[config.mk]
export PLATFORM = sky130hd
export DESIGN_NAME = layer_sequencer_flat
export DESIGN_NICKNAME = d
export VERILOG_FILES = /design/src/rtl/ann_pkg.sv /design/src/rtl/layer_sequencer_if.sv /design/src/rtl/mod_counter.sv /design/src/rtl/layer_sequencer.sv /design/src/flat_wrapper.sv
export SDC_FILE = /design/constraint.sdc
export NUM_CORES = 1
export LEC_CHECK = 0
export ABC_AREA = 1
export BUFFER_PORTS_ARGS = -buffer_cell sky130_fd_sc_hd__buf_4
export CAP_MARGIN = 20
export CORE_MARGIN = 2
export CORE_UTILIZATION = 54
export DETAILED_ROUTE_END_ITERATION = 8
export GPL_TIMING_DRIVEN = 0
export PLACE_DENSITY = 0.77
export REMOVE_ABC_BUFFERS = 1
export SLEW_MARGIN = 20
export SYNTH_ARGS = -nofsm -noshare
export SYNTH_HDL_FRONTEND = slang
export SYNTH_SLANG_ARGS = --single-unit
[constraint.sdc]
create_clock -name clk -period 1.9 [get_ports clk]
set_clock_uncertainty 0.05 [all_clocks]
set_input_delay 0.095 -clock clk [delete_from_list [all_inputs] [get_ports clk]]
set_output_delay 0.095 -clock clk [all_outputs]
set_load 0.02 [all_outputs]
[src/rtl/ann_pkg.sv]
// Shared types and default sizing for the neural-network layer sequencer.
// Imported by the interface, the counter and the sequencer top.
package ann_pkg;

    localparam int DEF_N_IN     = 62;
    localparam int DEF_N_NEURON = 30;
    localparam int DEF_ADDR_W   = 16;
    localparam int CNT_W        = 10;

    typedef enum logic [2:0] {
        S_IDLE,
        S_CLEAR,
        S_MAC,
        S_DRAIN,
        S_ACT,
        S_WRITE,
        S_DONE
    } seq_state_t;

endpackage

[src/rtl/layer_sequencer_if.sv]
// Control/address bundle between the layer sequencer and its datapath.
// The sequencer uses the master view; the datapath (or a bench) uses slave.
interface layer_sequencer_if
    import ann_pkg::*;
    #(parameter int ADDR_W = DEF_ADDR_W);

    logic              start;
    logic              busy;
    logic              rd_en;
    logic [CNT_W-1:0]  in_addr;
    logic [ADDR_W-1:0] w_addr;
    logic              mac_clr;
    logic              mac_en;
    logic              act_en;
    logic              out_we;
    logic [CNT_W-1:0]  out_addr;
    logic              done;

    modport master (
        input  start,
        output busy, rd_en, in_addr, w_addr, mac_clr, mac_en,
        output act_en, out_we, out_addr, done
    );

    modport slave (
        output start,
        input  busy, rd_en, in_addr, w_addr, mac_clr, mac_en,
        input  act_en, out_we, out_addr, done
    );

endinterface

[src/rtl/mod_counter.sv]
// Modulo-MODULUS counter with synchronous clear; 'last' flags the final count
// so the owner can decide when a loop is finished.
module mod_counter
    import ann_pkg::*;
    #(
        parameter int MODULUS = 2,
        parameter int WIDTH   = CNT_W
    ) (
        input  logic             clk,
        input  logic             rst,
        input  logic             clr,
        input  logic             inc,
        output logic [WIDTH-1:0] count,
        output logic             last
    );

    assign last = (count == WIDTH'(MODULUS - 1));

    always_ff @(posedge clk) begin
        if (rst || clr) begin
            count <= '0;
        end else if (inc) begin
            count <= last ? '0 : count + 1'b1;
        end
    end

endmodule

[src/rtl/layer_sequencer.sv]
// Sequences one fully-connected layer: per neuron it clears the MAC, streams
// N_IN input/weight reads, drains the pipeline, activates and writes back.
module layer_sequencer
    import ann_pkg::*;
    #(
        parameter int N_IN     = DEF_N_IN,
        parameter int N_NEURON = DEF_N_NEURON,
        parameter int ADDR_W   = DEF_ADDR_W
    ) (
        input logic               clk,
        input logic               rst,
        layer_sequencer_if.master bus
    );

    if (N_IN < 1 || N_IN > 1023 || N_NEURON < 1 || N_NEURON > 1023 ||
        longint'(N_IN) * longint'(N_NEURON) > (longint'(1) << ADDR_W)) begin : g_bad_params
        $error("layer_sequencer: illegal N_IN/N_NEURON/ADDR_W combination");
    end

    seq_state_t        state;
    logic              busy_q, rd_en_q, mac_clr_q, mac_en_q, act_en_q, out_we_q, done_q;
    logic [ADDR_W-1:0] w_addr_q;
    logic [CNT_W-1:0]  in_idx, neuron;
    logic              in_last, neuron_last;
    logic              in_clr, in_inc, n_clr, n_inc;

    assign in_clr = (state == S_CLEAR);
    assign in_inc = (state == S_MAC);
    assign n_clr  = (state == S_IDLE);
    assign n_inc  = (state == S_WRITE);

    mod_counter #(.MODULUS(N_IN), .WIDTH(CNT_W)) u_in_cnt (
        .clk   (clk),
        .rst   (rst),
        .clr   (in_clr),
        .inc   (in_inc),
        .count (in_idx),
        .last  (in_last)
    );

    mod_counter #(.MODULUS(N_NEURON), .WIDTH(CNT_W)) u_neuron_cnt (
        .clk   (clk),
        .rst   (rst),
        .clr   (n_clr),
        .inc   (n_inc),
        .count (neuron),
        .last  (neuron_last)
    );

    // Strobes are registered together with the state they belong to, so each
    // arm sets the strobes of the state being entered.
    always_ff @(posedge clk) begin
        if (rst) begin
            state     <= S_IDLE;
            busy_q    <= 1'b0;
            rd_en_q   <= 1'b0;
            mac_clr_q <= 1'b0;
            mac_en_q  <= 1'b0;
            act_en_q  <= 1'b0;
            out_we_q  <= 1'b0;
            done_q    <= 1'b0;
            w_addr_q  <= '0;
        end else begin
            busy_q    <= 1'b1;
            rd_en_q   <= 1'b0;
            mac_clr_q <= 1'b0;
            act_en_q  <= 1'b0;
            out_we_q  <= 1'b0;
            done_q    <= 1'b0;
            mac_en_q  <= rd_en_q;
            case (state)
                S_IDLE: begin
                    if (bus.start) begin
                        state     <= S_CLEAR;
                        mac_clr_q <= 1'b1;
                    end else begin
                        busy_q <= 1'b0;
                    end
                end
                S_CLEAR: begin
                    state   <= S_MAC;
                    rd_en_q <= 1'b1;
                end
                S_MAC: begin
                    if (in_last) begin
                        state <= S_DRAIN;
                    end else begin
                        rd_en_q <= 1'b1;
                    end
                end
                S_DRAIN: begin
                    state    <= S_ACT;
                    act_en_q <= 1'b1;
                end
                S_ACT: begin
                    state    <= S_WRITE;
                    out_we_q <= 1'b1;
                end
                S_WRITE: begin
                    if (neuron_last) begin
                        state  <= S_DONE;
                        done_q <= 1'b1;
                    end else begin
                        state     <= S_CLEAR;
                        mac_clr_q <= 1'b1;
                    end
                end
                default: begin
                    state  <= S_IDLE;
                    busy_q <= 1'b0;
                end
            endcase
            // Neurons are visited in order, so a running count of reads equals neuron*N_IN+in_idx.
            if (state == S_IDLE) begin
                w_addr_q <= '0;
            end else if (state == S_MAC) begin
                w_addr_q <= w_addr_q + 1'b1;
            end
        end
    end

    assign bus.busy     = busy_q;
    assign bus.rd_en    = rd_en_q;
    assign bus.in_addr  = in_idx;
    assign bus.w_addr   = w_addr_q;
    assign bus.mac_clr  = mac_clr_q;
    assign bus.mac_en   = mac_en_q;
    assign bus.act_en   = act_en_q;
    assign bus.out_we   = out_we_q;
    assign bus.out_addr = neuron;
    assign bus.done     = done_q;

endmodule

[src/flat_wrapper.sv]
// flat-port wrapper written by rule: the top's interface ports become plain ports
module layer_sequencer_flat import ann_pkg::*;
#(
        parameter int N_IN     = DEF_N_IN,
        parameter int N_NEURON = DEF_N_NEURON,
        parameter int ADDR_W   = DEF_ADDR_W
    )
  (clk, rst, bus_start, bus_busy, bus_rd_en, bus_in_addr, bus_w_addr, bus_mac_clr, bus_mac_en, bus_act_en, bus_out_we, bus_out_addr, bus_done);
  layer_sequencer_if #(.ADDR_W(ADDR_W)) bus_i ();
  input logic clk;
  input logic rst;
  input wire logic [$bits(bus_i.start)-1:0] bus_start;
  output wire logic [$bits(bus_i.busy)-1:0] bus_busy;
  output wire logic [$bits(bus_i.rd_en)-1:0] bus_rd_en;
  output wire logic [$bits(bus_i.in_addr)-1:0] bus_in_addr;
  output wire logic [$bits(bus_i.w_addr)-1:0] bus_w_addr;
  output wire logic [$bits(bus_i.mac_clr)-1:0] bus_mac_clr;
  output wire logic [$bits(bus_i.mac_en)-1:0] bus_mac_en;
  output wire logic [$bits(bus_i.act_en)-1:0] bus_act_en;
  output wire logic [$bits(bus_i.out_we)-1:0] bus_out_we;
  output wire logic [$bits(bus_i.out_addr)-1:0] bus_out_addr;
  output wire logic [$bits(bus_i.done)-1:0] bus_done;
  assign bus_i.start = bus_start;
  assign bus_busy = bus_i.busy;
  assign bus_rd_en = bus_i.rd_en;
  assign bus_in_addr = bus_i.in_addr;
  assign bus_w_addr = bus_i.w_addr;
  assign bus_mac_clr = bus_i.mac_clr;
  assign bus_mac_en = bus_i.mac_en;
  assign bus_act_en = bus_i.act_en;
  assign bus_out_we = bus_i.out_we;
  assign bus_out_addr = bus_i.out_addr;
  assign bus_done = bus_i.done;
  layer_sequencer #(.N_IN(N_IN), .N_NEURON(N_NEURON), .ADDR_W(ADDR_W)) u_core (.clk(clk), .rst(rst), .bus(bus_i));
endmodule
======== Word level (Yosys, flattened, before mapping) ========
Index checks and enable logic that the tools add are counted.
storage, ports and cells
  register bits after elaboration ......... 46
  input port bits ......................... 3
operators by class
  reduce and logical (&&, ||, !) cells .... 7
  bitwise logic cells ..................... 1
  muxes and demuxes ....................... 15
  eq/ne operators ......................... 9
  $add $sub $neg .......................... 3
operators by type and width
  cell                   count
  $add 10x1->10 const B  2
  $mux 10                2
  $pmux 3 s6             1
  $add 16x1->16 const B  1
  $eq 10x5->1 const B    1
  $eq 10x6->1 const B    1
  $mux 3                 3
  $eq 3x2->1 const B     2
  $eq 3x3->1 const B     2
  $mux 1                 6
  $pmux 1 s2             3
  $reduce_or 5->1        1
  $ne 2x2->1 const B     2
  $reduce_or 2->1        2
  $eq 3x1->1 const B     1
  $logic_not 3->1        1
  $logic_or 1x1->1       2
  $reduce_and 2->1       1
  $not 1->1              1

======== Longest topological paths before layout ========
Gate-level depths: netlist (run 1).
  depth after elaboration ................. 3
  depth in mapped cells ................... 9

======== Modules after synthesis ========
A second synthesis (run 1) with hierarchy kept.
unflattened totals
  cells, all modules ...................... 316
  area, all modules ....................... 2217.1 µm²
modules (own cells, without submodules)
  module                             area an instance (µm²)  times used  cells an instance
  layer_sequencer                    1153.6                  1           165
  mod_counter (u_core.u_neuron_cnt)  543.0                   1           79
  mod_counter (u_core.u_in_cnt)      520.5                   1           72

======== Least setup slack after synthesis (run 1) ========
No wires, ideal clock.
  kind .................................... reg-to-reg
  from .................................... register u_core.w_addr_q[0] (netlist: u_core.bus.w_addr[0])
  to ...................................... register u_core.w_addr_q[14] (netlist: u_core.bus.w_addr[14])
  cell stages (with the launch flop) ...... 9
  setup time .............................. 116 ps
  slack ................................... 386 ps
  data required time ...................... 1734 ps
  period minus slack after synthesis ...... 1514 ps
  arrival time ............................ 1348 ps
  buffers on the path ..................... 0
  path through ............................ dfxtp_1 > ha_1 > nand2_1 > nor2_1 > nand4_1 > nor2_1 > nand3_1 > nand2_1 > nor2_2
between the ends
  longest elaborated chain between the ends .. 1
ends and longest elaborated chain
  element                 RTL line                text
  from (decl)             layer_sequencer.sv:22   logic [ADDR_W-1:0] w_addr_q;
  from (signal assigned)  layer_sequencer.sv:117  w_addr_q <= w_addr_q + 1'b1;
  $add 16x1->16           layer_sequencer.sv:117
No other way between the ends.
A chain may end at the register's enable or synchronous reset.

======== Worst setup path in the final report (run 1) ========
  from .................................... register u_core.state[1]
  to ...................................... register u_core.w_addr_q[14] (netlist: u_core.bus.w_addr[14])
between the ends
  longest elaborated chain between the ends .. 2
ends and longest elaborated chain
  element                    RTL line                text
  from (decl)                layer_sequencer.sv:20   seq_state_t state;
  from (signal assigned)     layer_sequencer.sv:54   state <= S_IDLE;
  from (signal assigned)     layer_sequencer.sv:74   state <= S_CLEAR;
  from (signal assigned)     layer_sequencer.sv:81   state <= S_MAC;
  $logic_not 3->1            layer_sequencer.sv:114  if (state == S_IDLE) begin
  $reduce_or 2->1 (no line)  -
Parallel ways exist; a longest one is shown, timed or not.

==> run metrics, run 1 <==
initial antenna violation count=0; Core Util, Final=0.687; internal power=1.35 mW; Place WS=0.0438 ns; measured slew at the worst slew-check pin=0.367 ns; switching pwr=0.586 mW; residual antenna-violating net count after detailed routing=0; Slew headroom=0.755; Worst Path Max Fanout=12; final-report hold violation count=0; Synth area leaders=dfxtp_1 40%, nand2_1 10%, nor2_1 7.8%, inv_1 6.4%, nand3_1 4.8%; register area=921 um^2; status=completed; die width=68.9 um; drt total wl=4.89 mm; DRT iter0 DRCs=152; pwr/cell area=699 nW/um^2; Critical Path AT=1.86 ns; Hold WC Path Type=reg -> reg; cts bufs inserted=5; number of enable flip-flop cells after synthesis=0; DP HPWL=3.56 mm; vias per inst=5.19; fmax=0.580 GHz; CP cell instances=nand2_1 > nor2_4 > nand4_1 > nor2_1 > nand3_1 > nand2_1 > nor2_2; layout cell share with drive strength beyond 1=0.197; Die H=68.9 um; largest area contributor in the netlist=dfxtp_1; Clk pwr share=0.321; Comb power frac=0.144; area taken by multi-input logic gates=1170 um^2; first-pass GRT wire length=8.19 mm; register area share after synthesis=0.405; global route overflow=0; Top FF cell, synth=dfxtp_1; CTS H-tree depth=2; routed length per instance=11.8 um; clk_lat worst skew=0.31 ns; router iterations before antenna repair=4; Startpoint Class=flop; Final Setup Violations=0; Starting Density=0.565; CP Capture Type=flop; largest net degree at the start of global routing=17; top cells by count, synth=63 x nand2_1, 47 x nor2_1, 46 x dfxtp_1; Residual DRC=0; io pins=46; Post-Synthesis Cell Area=2270 um^2; Tcrit/Tclk final=0.908; CP Class=reg -> reg; Tot GR Track Use=0.230; Syn Inst Count=315; #FFs+latches synth=46; minimum clock period=1.72 ns; vias in the first global route=1863; Clk pin slew, worst setup/hold paths=0.10 ns; Rows=23; ant diodes=0; CTS tree=yes; Final #Nets=373; Synth top area share=0.405; # clock sinks=46; root buffer cell=clkbuf_8; maximum vdd drop=0.460 mV; Unique masters post-synth=34; RSZ-0062 raised after global routing=false; Placer Congestion=0.856; Final TNS setup=0 ns; most frequent cell after synthesis=nand2_1; Switching Share=0.303; cell mode on critical path=nand2_1; Synth warnings=0; Design Power=1.93 mW; Slew Viols, Final=0; PortBufs=45; Maximum Capacitance Violations=0; clk buf depth=2; die area=4750 um^2; Slowest Stage Delay on Critical Path=0.48 ns; Synth-to-Final Area Change=21.7%; core area=4030 um^2; CP required=2.04 ns; post-route setup slack=0.176 ns; Slowest-stage cell, CP=dfxtp_1; register share of total power=0.535; Synth Area per Inst=7.22 um^2; asr flop ratio synth=0; routed via count=2157; P_leak=1.09 nW; # fillers=379
==> final cells by class <==
cell class / instances / share of cell area
multi-input cells: 222 / 0.423
flip-flops and latches: 46 / 0.333
repair buffers: 47 / 0.129
inverters: 43 / 0.0583
clock buffers: 5 / 0.0249
well taps: 50 / 0.0226
clock inverters: 3 / 0.00904
==> layer usage <==
metal	part of all wire	up-vias	wire (um)	track usage
met5	0	-	0	0
met4	0.012	0	59	0.0662
met3	0.055	6	268	0.0487
met2	0.47	50	2300	0.380
met1	0.46	982	2260	0.301
li1	-	1119	-	-
==> power by group through the flow <==
stage	clock network [mW]	registers [mW]	logic [mW]
floorplan	0	1.08	0.164
global placement	0	1.05	0.269
detailed placement	0	1.06	0.275
CTS	0.640	1.03	0.279
global route	0.679	1.04	0.312
finish	0.620	1.04	0.280
==> registers in the layout, summed over array words and instances, names as in the netlist <==
signal,count
u_core.u_in_cnt.count,10
u_core.bus.mac_clr,1
u_core.bus.w_addr,16
u_core.u_neuron_cnt.count,10
u_core.bus.busy,1
u_core.bus.act_en,1
u_core.bus.rd_en,1
u_core.bus.mac_en,1
u_core.bus.done,1
u_core.state,3
u_core.bus.out_we,1
==> kinds of logic after synthesis <==
kind of cell | synth area share
AND/OR/NAND/NOR | 0.351
adder cells (fa/ha/maj) | 0.0275
AO/OA/AOI/OAI | 0.0996
XOR/XNOR | 0.0347
flip-flops | 0.405
buffers and inverters | 0.0820
==> worst max-delay path: cells and delay by family (launching register included) <==
kind / cells / cell delay (ns)
AND/OR/NAND/NOR: 7 / 1.07
flip-flops: 1 / 0.48
==> path summary, 6_finish.rpt <==
kind               startpoint                    end  slack, ns  cells past startpoint
max           u_core.state[1]  u_core.bus.w_addr[14]       0.18                      7
min          u_core.bus.rd_en      u_core.bus.mac_en       0.39                      2
max reg2reg   u_core.state[1]  u_core.bus.w_addr[14]       0.18                      7
min reg2reg  u_core.bus.rd_en      u_core.bus.mac_en       0.39                      2
==> cell usage in the layout, fill, tap and decap left out, types with 4 or more instances in the layout <==
master,synthesis,final
a21oi_1,19,19
o21ai_1,7,7
nand3_1,22,22
inv_1,39,39
dfxtp_1,46,46
nand4_1,11,11
nor3_1,8,8
nand2_1,63,63
nor2_4,4,5
a31oi_1,4,4
inv_2,4,4
ha_1,5,5
xor2_1,8,8
clkbuf_8,0,5
buf_4,0,45
nor2_1,47,47
==> through the flow <==
stage	std cells	hold slack [ns]	cell area, um^2
after detailed placement	406	0.293	2650
after global routing	416	0.410	2770
after global placement	406	0.290	2650
after floorplan	311	0.114	2250
after CTS	416	0.388	2760
final	416	0.390	2770
==> repair_timing <==
item / in CTS / in global routing
hold buffers: 2 / 0
hold endpoints to repair: 10 / 0
buffers inserted: 0 / 0
gates resized for setup: 0 / 1
endpoints found under the setup margin: 0 / 4
No activity file was read; power rests on OpenSTA's default activity.
==> run 2, diff against run 1 <==
--- a/config.mk
+++ b/config.mk
@@ -9,10 +9,10 @@
 export BUFFER_PORTS_ARGS = -buffer_cell sky130_fd_sc_hd__buf_4
 export CAP_MARGIN = 20
 export CORE_MARGIN = 2
-export CORE_UTILIZATION = 54
+export CORE_UTILIZATION = 30
 export DETAILED_ROUTE_END_ITERATION = 8
 export GPL_TIMING_DRIVEN = 0
-export PLACE_DENSITY = 0.77
+export PLACE_DENSITY = 0.47
 export REMOVE_ABC_BUFFERS = 1
 export SLEW_MARGIN = 20
 export SYNTH_ARGS = -nofsm -noshare
==> run metrics, run 2 (synthesis results as in run 1) <==
Die H=91.1 um (+32%); Crit path max-delay family=simple AND/OR/NAND/NOR gates; routed via count=2112 (-2.1%); die area=8290 um^2 (+75%); router iterations before antenna repair=4 (unchanged); Residual DRC=0 (unchanged); CTS H-tree depth=2 (unchanged); Slew Viols, Final=0 (unchanged); die width=91.1 um (+32%); vias per inst=4.52 (-13%); routed length per instance=11.4 um (-2.7%); status=completed; root buffer cell=clkbuf_8; Hold WC Path Type=in -> reg; Startpoint Class=flop; CP required=2.07 ns (+0.03 ns); Slew headroom=0.758 (+0.00257); layout cell share with drive strength beyond 1=0.207 (+0.00980); PortBufs=45 (unchanged); core area=7290 um^2 (+81%); P_leak=1.11 nW (+1.4%); most common cell after layout, fill and taps aside=nand2_1; Worst Path Max Fanout=14 (+2); first-pass GRT wire length=9.14 mm (+12%); r2r startpoint=u_core.state[1]; Clk pin slew, worst setup/hold paths=0.09 ns (about the same); Design Power=1.96 mW (+1.2%); Final Setup Violations=0 (unchanged); commonest cells after routing, fill and taps aside=63 x nand2_1, 48 x buf_4, 47 x nor2_1; drt total wl=5.34 mm (+9.3%); vias in the first global route=1998 (+7.2%); Final TNS setup=0 ns (unchanged); final instance area=2840 um^2 (+2.7%); Worst R2R Setup Slack=0.24 ns (+0.07 ns); residual antenna-violating net count after detailed routing=0 (unchanged); Starting Density=0.312 (-0.253); max FFs per register=16 (unchanged); maximum vdd drop=0.254 mV (-45%); Slowest Stage Delay on Critical Path=0.46 ns (-0.02 ns); CP Capture Type=flop; Rows=31 (+35%); largest net degree at the start of global routing=15 (-2); Synth-to-Final Area Change=25.0%; hold path depth=3 (+1); Reg2Reg Depth=6 (-1); Buf+Inv Stages, Crit Path=2 (+2); fmax=0.604 GHz (+4.1%); initial antenna violation count=0 (unchanged); CTS tree=yes; cts bufs inserted=5 (unchanged); Critical Path AT=1.83 ns (-0.03 ns); HP Start=bus_start; DRT iter0 DRCs=72 (-53%); Slowest-stage cell, CP=dfxtp_1; Tot GR Track Use=0.132 (-0.0977); Maximum Capacitance Violations=0 (unchanged); final-report hold violation count=0 (unchanged); io pins=46 (unchanged); pwr/cell area=689 nW/um^2 (-1.4%); WHS Endpoint=u_core.bus.busy; DP HPWL=3.93 mm (+10%); Tcrit/Tclk final=0.872 (-0.0360); measured slew at the worst slew-check pin=0.362 ns (-0.00463 ns); global route overflow=0 (unchanged); reg2reg end=u_core.u_neuron_cnt.count[5]; DP Area=2710 um^2 (+2.3%); Placer Congestion=0.761 (-11%); RSZ-0062 raised after global routing=false; minimum clock period=1.66 ns (-0.0684 ns); # clock sinks=46 (unchanged); clk buf depth=2 (unchanged); ant diodes=0 (unchanged); clk_lat worst skew=0.29 ns (-0.02 ns); CP cell instances=inv_2 > nand2_1 > nand2_2 > inv_2 > nand2_1 > nor3_1; CP Class=reg -> reg; Final #Nets=375 (+0.54%)
## run 2: per-layer routing
metal  wire length (um)  vias up  global-route usage
li1                   -     1125                   -
met1               2650      936               0.178
met2               2350       47               0.210
met3                307        4              0.0324
met4                 36        0              0.0328
met5                  0        -                   0
## run 2: layout make-up
class                   count  area [um^2]
well taps                  99          124
flip-flops and latches     46          923
repair buffers             49          370
clock inverters             1         5.00
multi-input cells         222         1170
inverters                  43          161
fillers                   816         4450
clock buffers               7         86.3
## run 2: how the worst max path moves through the flow
stage,startpoint,cells after the start,end,slack [ns]
floorplan,u_core.bus.w_addr[0],8,u_core.bus.w_addr[14],0.37
finish,u_core.state[1],6,u_core.u_neuron_cnt.count[5],0.24
global placement,u_core.state[0],8,u_core.bus.w_addr[14],-0.07
global route,u_core.state[1],6,u_core.u_neuron_cnt.count[5],0.02
CTS,u_core.state[2],6,u_core.u_neuron_cnt.count[5],0.09
detailed placement,u_core.state[0],8,u_core.bus.w_addr[14],-0.07
## run 2: timing repair
action,in CTS,in global routing
endpoints found under the setup margin,2,5
resized for setup,1,2
hold buffers,1,0
setup buffers,0,3
endpoints found under the hold margin,9,0
pin swaps,0,1
## run 2: worst register-to-register path, stage by stage, from the launching register on
cell and delay, ns:
dfxtp_1 0.46, inv_2 0.11, nand2_1 0.13, nand2_2 0.24, inv_2 0.25, nand2_1 0.19
nor3_1 0.16
## run 2: power breakdown
part           switching [mW]  internal (mW)  leakage, nW
logic                   0.197          0.101        0.686
clock network           0.331          0.294       0.0482
registers              0.0395          0.996        0.373
total                   0.568           1.39         1.11
## run 2: per-stage QoR
| step | cells | worst slack [ns] | hold WS, ns | utilization |
|---|---|---|---|---|
| 3_3_place_gp | 455 | -0.0749 | 0.297 | 0.372 |
| 6_report | 467 | 0.244 | 0.00582 | 0.390 |
| 2_1_floorplan | 311 | 0.367 | 0.114 | - |
| 5_1_grt | 467 | 0.0224 | 0.0150 | 0.390 |
| 3_5_place_dp | 455 | -0.0655 | 0.302 | 0.372 |
| 4_1_cts | 464 | 0.0915 | 0.00311 | 0.386 |
==> run 3, diff against run 2 <==
--- a/config.mk
+++ b/config.mk
@@ -9,12 +9,14 @@
 export BUFFER_PORTS_ARGS = -buffer_cell sky130_fd_sc_hd__buf_4
 export CAP_MARGIN = 20
 export CORE_MARGIN = 2
-export CORE_UTILIZATION = 30
+export CORE_UTILIZATION = 50
+export CTS_CLUSTER_DIAMETER = 40
 export DETAILED_ROUTE_END_ITERATION = 8
 export GPL_TIMING_DRIVEN = 0
-export PLACE_DENSITY = 0.47
+export PLACE_DENSITY = 0.72
 export REMOVE_ABC_BUFFERS = 1
 export SLEW_MARGIN = 20
 export SYNTH_ARGS = -nofsm -noshare
 export SYNTH_HDL_FRONTEND = slang
+export SYNTH_HIERARCHICAL = 1
 export SYNTH_SLANG_ARGS = --single-unit
==> run metrics, run 3 <==
status=completed; Unique masters post-synth=28 (-18%); most common cell after layout, fill and taps aside=nand2_1; Clk pin slew, worst setup/hold paths=0.08 ns (about the same); die area=4980 um^2 (-40%); Final Setup Violations=0 (unchanged); Final #Nets=376 (+0.27%); router iterations before antenna repair=4 (unchanged); commonest cells after routing, fill and taps aside=61 x nand2_1, 54 x inv_1, 54 x nor2_1; max FFs per register=16 (unchanged); Synth warnings=6 (+6); Worst R2R Setup Slack=0.31 ns (+0.07 ns); ant diodes=0 (unchanged); maximum vdd drop=0.363 mV (+43%); largest area contributor in the netlist=dfxtp_1; PortBufs=45 (unchanged); r2r startpoint=u_core/state[1]; layout cell share with drive strength beyond 1=0.192 (-0.0141); vias in the first global route=1842 (-7.8%); Reg2Reg Depth=7 (+1); pwr/cell area=713 nW/um^2 (+3.5%); Tot GR Track Use=0.190 (+0.0583); asr flop ratio synth=0 (unchanged); # fillers=427 (-48%); Tcrit/Tclk final=0.835 (-0.0367); core area=4320 um^2 (-41%); clk buf depth=2 (unchanged); CTS tree=yes; # clock sinks=46 (unchanged); clk_lat worst skew=0.30 ns (about the same); Placer Congestion=0.872 (+15%); most frequent cell after synthesis=nand2_1; Hold WC Path Type=reg -> reg; Post-Synthesis Cell Area=2220 um^2 (-2.5%); Maximum Capacitance Violations=0 (unchanged); die width=70.6 um (-22%); Slew Viols, Final=0 (unchanged); P_leak=1.22 nW (+10%); Critical Path AT=1.73 ns (-0.10 ns); measured slew at the worst slew-check pin=0.321 ns (-0.0413 ns); Syn Inst Count=316 (+0.32%); register area share after synthesis=0.415 (+0.0105); reg2reg end=u_core/bus.w_addr[11]; Synth top area share=0.415 (+0.0105); fmax=0.630 GHz (+4.4%); WHS Endpoint=u_core/bus.mac_en; hold path depth=2 (-1); HP Start=u_core/bus.rd_en; minimum clock period=1.59 ns (-0.0697 ns); Rows=24 (-23%); CTS H-tree depth=2 (unchanged); Core Util, Final=0.633 (+0.244); Worst Path Max Fanout=12 (-2); DRT iter0 DRCs=82 (+14%); top cells by count, synth=61 x nand2_1, 54 x inv_1, 54 x nor2_1; routed via count=2031 (-3.8%); residual antenna-violating net count after detailed routing=0 (unchanged); Synth Area per Inst=7.02 um^2 (-2.8%); DP HPWL=3.33 mm (-15%); drt total wl=4.50 mm (-16%); CP required=2.04 ns (-0.03 ns); global route overflow=0 (unchanged); largest net degree at the start of global routing=14 (-1); routed length per instance=10.7 um (-6.6%); Startpoint Class=flop; CP Class=reg -> reg; CP Capture Type=flop; Design Power=1.95 mW (-0.32%); final-report hold violation count=0 (unchanged); cts bufs inserted=5 (unchanged); Final TNS setup=0 ns (unchanged); Slew headroom=0.786 (+0.0282); Synth area leaders=dfxtp_1 42%, nand2_1 10%, inv_1 9.1%, nor2_1 9.1%, nand3_1 4.1%; Synth-to-Final Area Change=23.5%; number of enable flip-flop cells after synthesis=0 (unchanged); Starting Density=0.513 (+0.201); vias per inst=4.82 (+6.7%); #FFs+latches synth=46 (unchanged); initial antenna violation count=0 (unchanged); Post-CTS Setup Repair Bufs=0 (unchanged); Die H=70.6 um (-22%); io pins=46 (unchanged); first-pass GRT wire length=7.67 mm (-16%); root buffer cell=clkbuf_8; Residual DRC=0 (unchanged); RSZ-0062 raised after global routing=false; Top FF cell, synth=dfxtp_1
run 3: changes by cell type after synthesis, sizes merged, moves of 3 or more:
| cell | before | now |
|---|---|---|
| inv | 43 | 55 |
| nor2 | 54 | 62 |
| nand3 | 25 | 19 |
| a21oi | 19 | 14 |
| nor3 | 10 | 5 |
| nand2 | 65 | 69 |
| xor2 | 8 | 5 |
run 3: power breakdown:
part	switching [mW]	internal [mW]	leakage (nW)
registers	0.0301	0.992	0.372
logic	0.165	0.0805	0.791
clock network	0.317	0.367	0.0575
total	0.513	1.44	1.22
run 3: worst max-delay path by stage:
stage	endpoint	start	slack, ns	cells past startpoint
after floorplan	u_core/bus.w_addr[14]	u_core/bus.w_addr[1]	0.43	8
final	u_core/bus.w_addr[11]	u_core/state[1]	0.31	7
after detailed placement	u_core/bus.w_addr[14]	u_core/bus.w_addr[1]	0.35	8
after CTS	u_core/bus.w_addr[14]	u_core/bus.w_addr[1]	0.32	8
after global placement	u_core/u_in_cnt/count[7]	u_core/state[1]	0.39	8
after global routing	u_core/bus.w_addr[11]	u_core/state[1]	0.16	7
run 3: final cells by class:
class	count	area (um^2)	area share
clock buffer	8	110	0.0402
timing repair buffer	47	358	0.131
tap	52	65.1	0.0238
inverter	55	206	0.0754
multi-input combinational	213	1080	0.394
sequential	46	921	0.336
run 3: layer usage:
layer	wire length (um)	vias up	global-route usage
met5	0	-	0
met2	2120	39	0.320
met1	2100	890	0.233
met3	195	7	0.0442
li1	-	1095	-
met4	76	0	0.0860
run 3: what timing repair did:
item                                   in CTS  in global routing
hold buffers                                2                  0
gates resized for setup                     0                  0
endpoints found under the hold margin       9                  0
run 3: cells by family (layout without fill, tap and decap cells):
family                   Yosys count  after routing  synth area share
adder cells (fa/ha/maj)            5              5            0.0282
buffers and inverters             57            110            0.0982
AO/OA/AOI/OAI                     29             29            0.0688
AND/OR/NAND/NOR                  170            170             0.353
flip-flops                        46             46             0.415
multiplexers                       1              1           0.00451
XOR/XNOR                           8              8            0.0316
run 3: per-stage QoR:
| step | area (um^2) | worst slack [ns] | cells | hold WS, ns |
|---|---|---|---|---|
| after floorplan | 2210 | 0.433 | 314 | 0.114 |
| after global placement | 2610 | 0.389 | 411 | 0.298 |
| after CTS | 2740 | 0.321 | 421 | 0.385 |
| final | 2740 | 0.314 | 421 | 0.380 |
| after global routing | 2740 | 0.159 | 421 | 0.396 |
| after detailed placement | 2610 | 0.346 | 411 | 0.289 |
run 3: worst max-delay path, stage by stage, from the launching register on:
cell	delay (ns)
dfxtp_1	0.44
nand2_2	0.09
nor2_4	0.27
nand2_2	0.13
nor2_4	0.16
nand2_1	0.09
o21ai_0	0.20
nor2_1	0.05
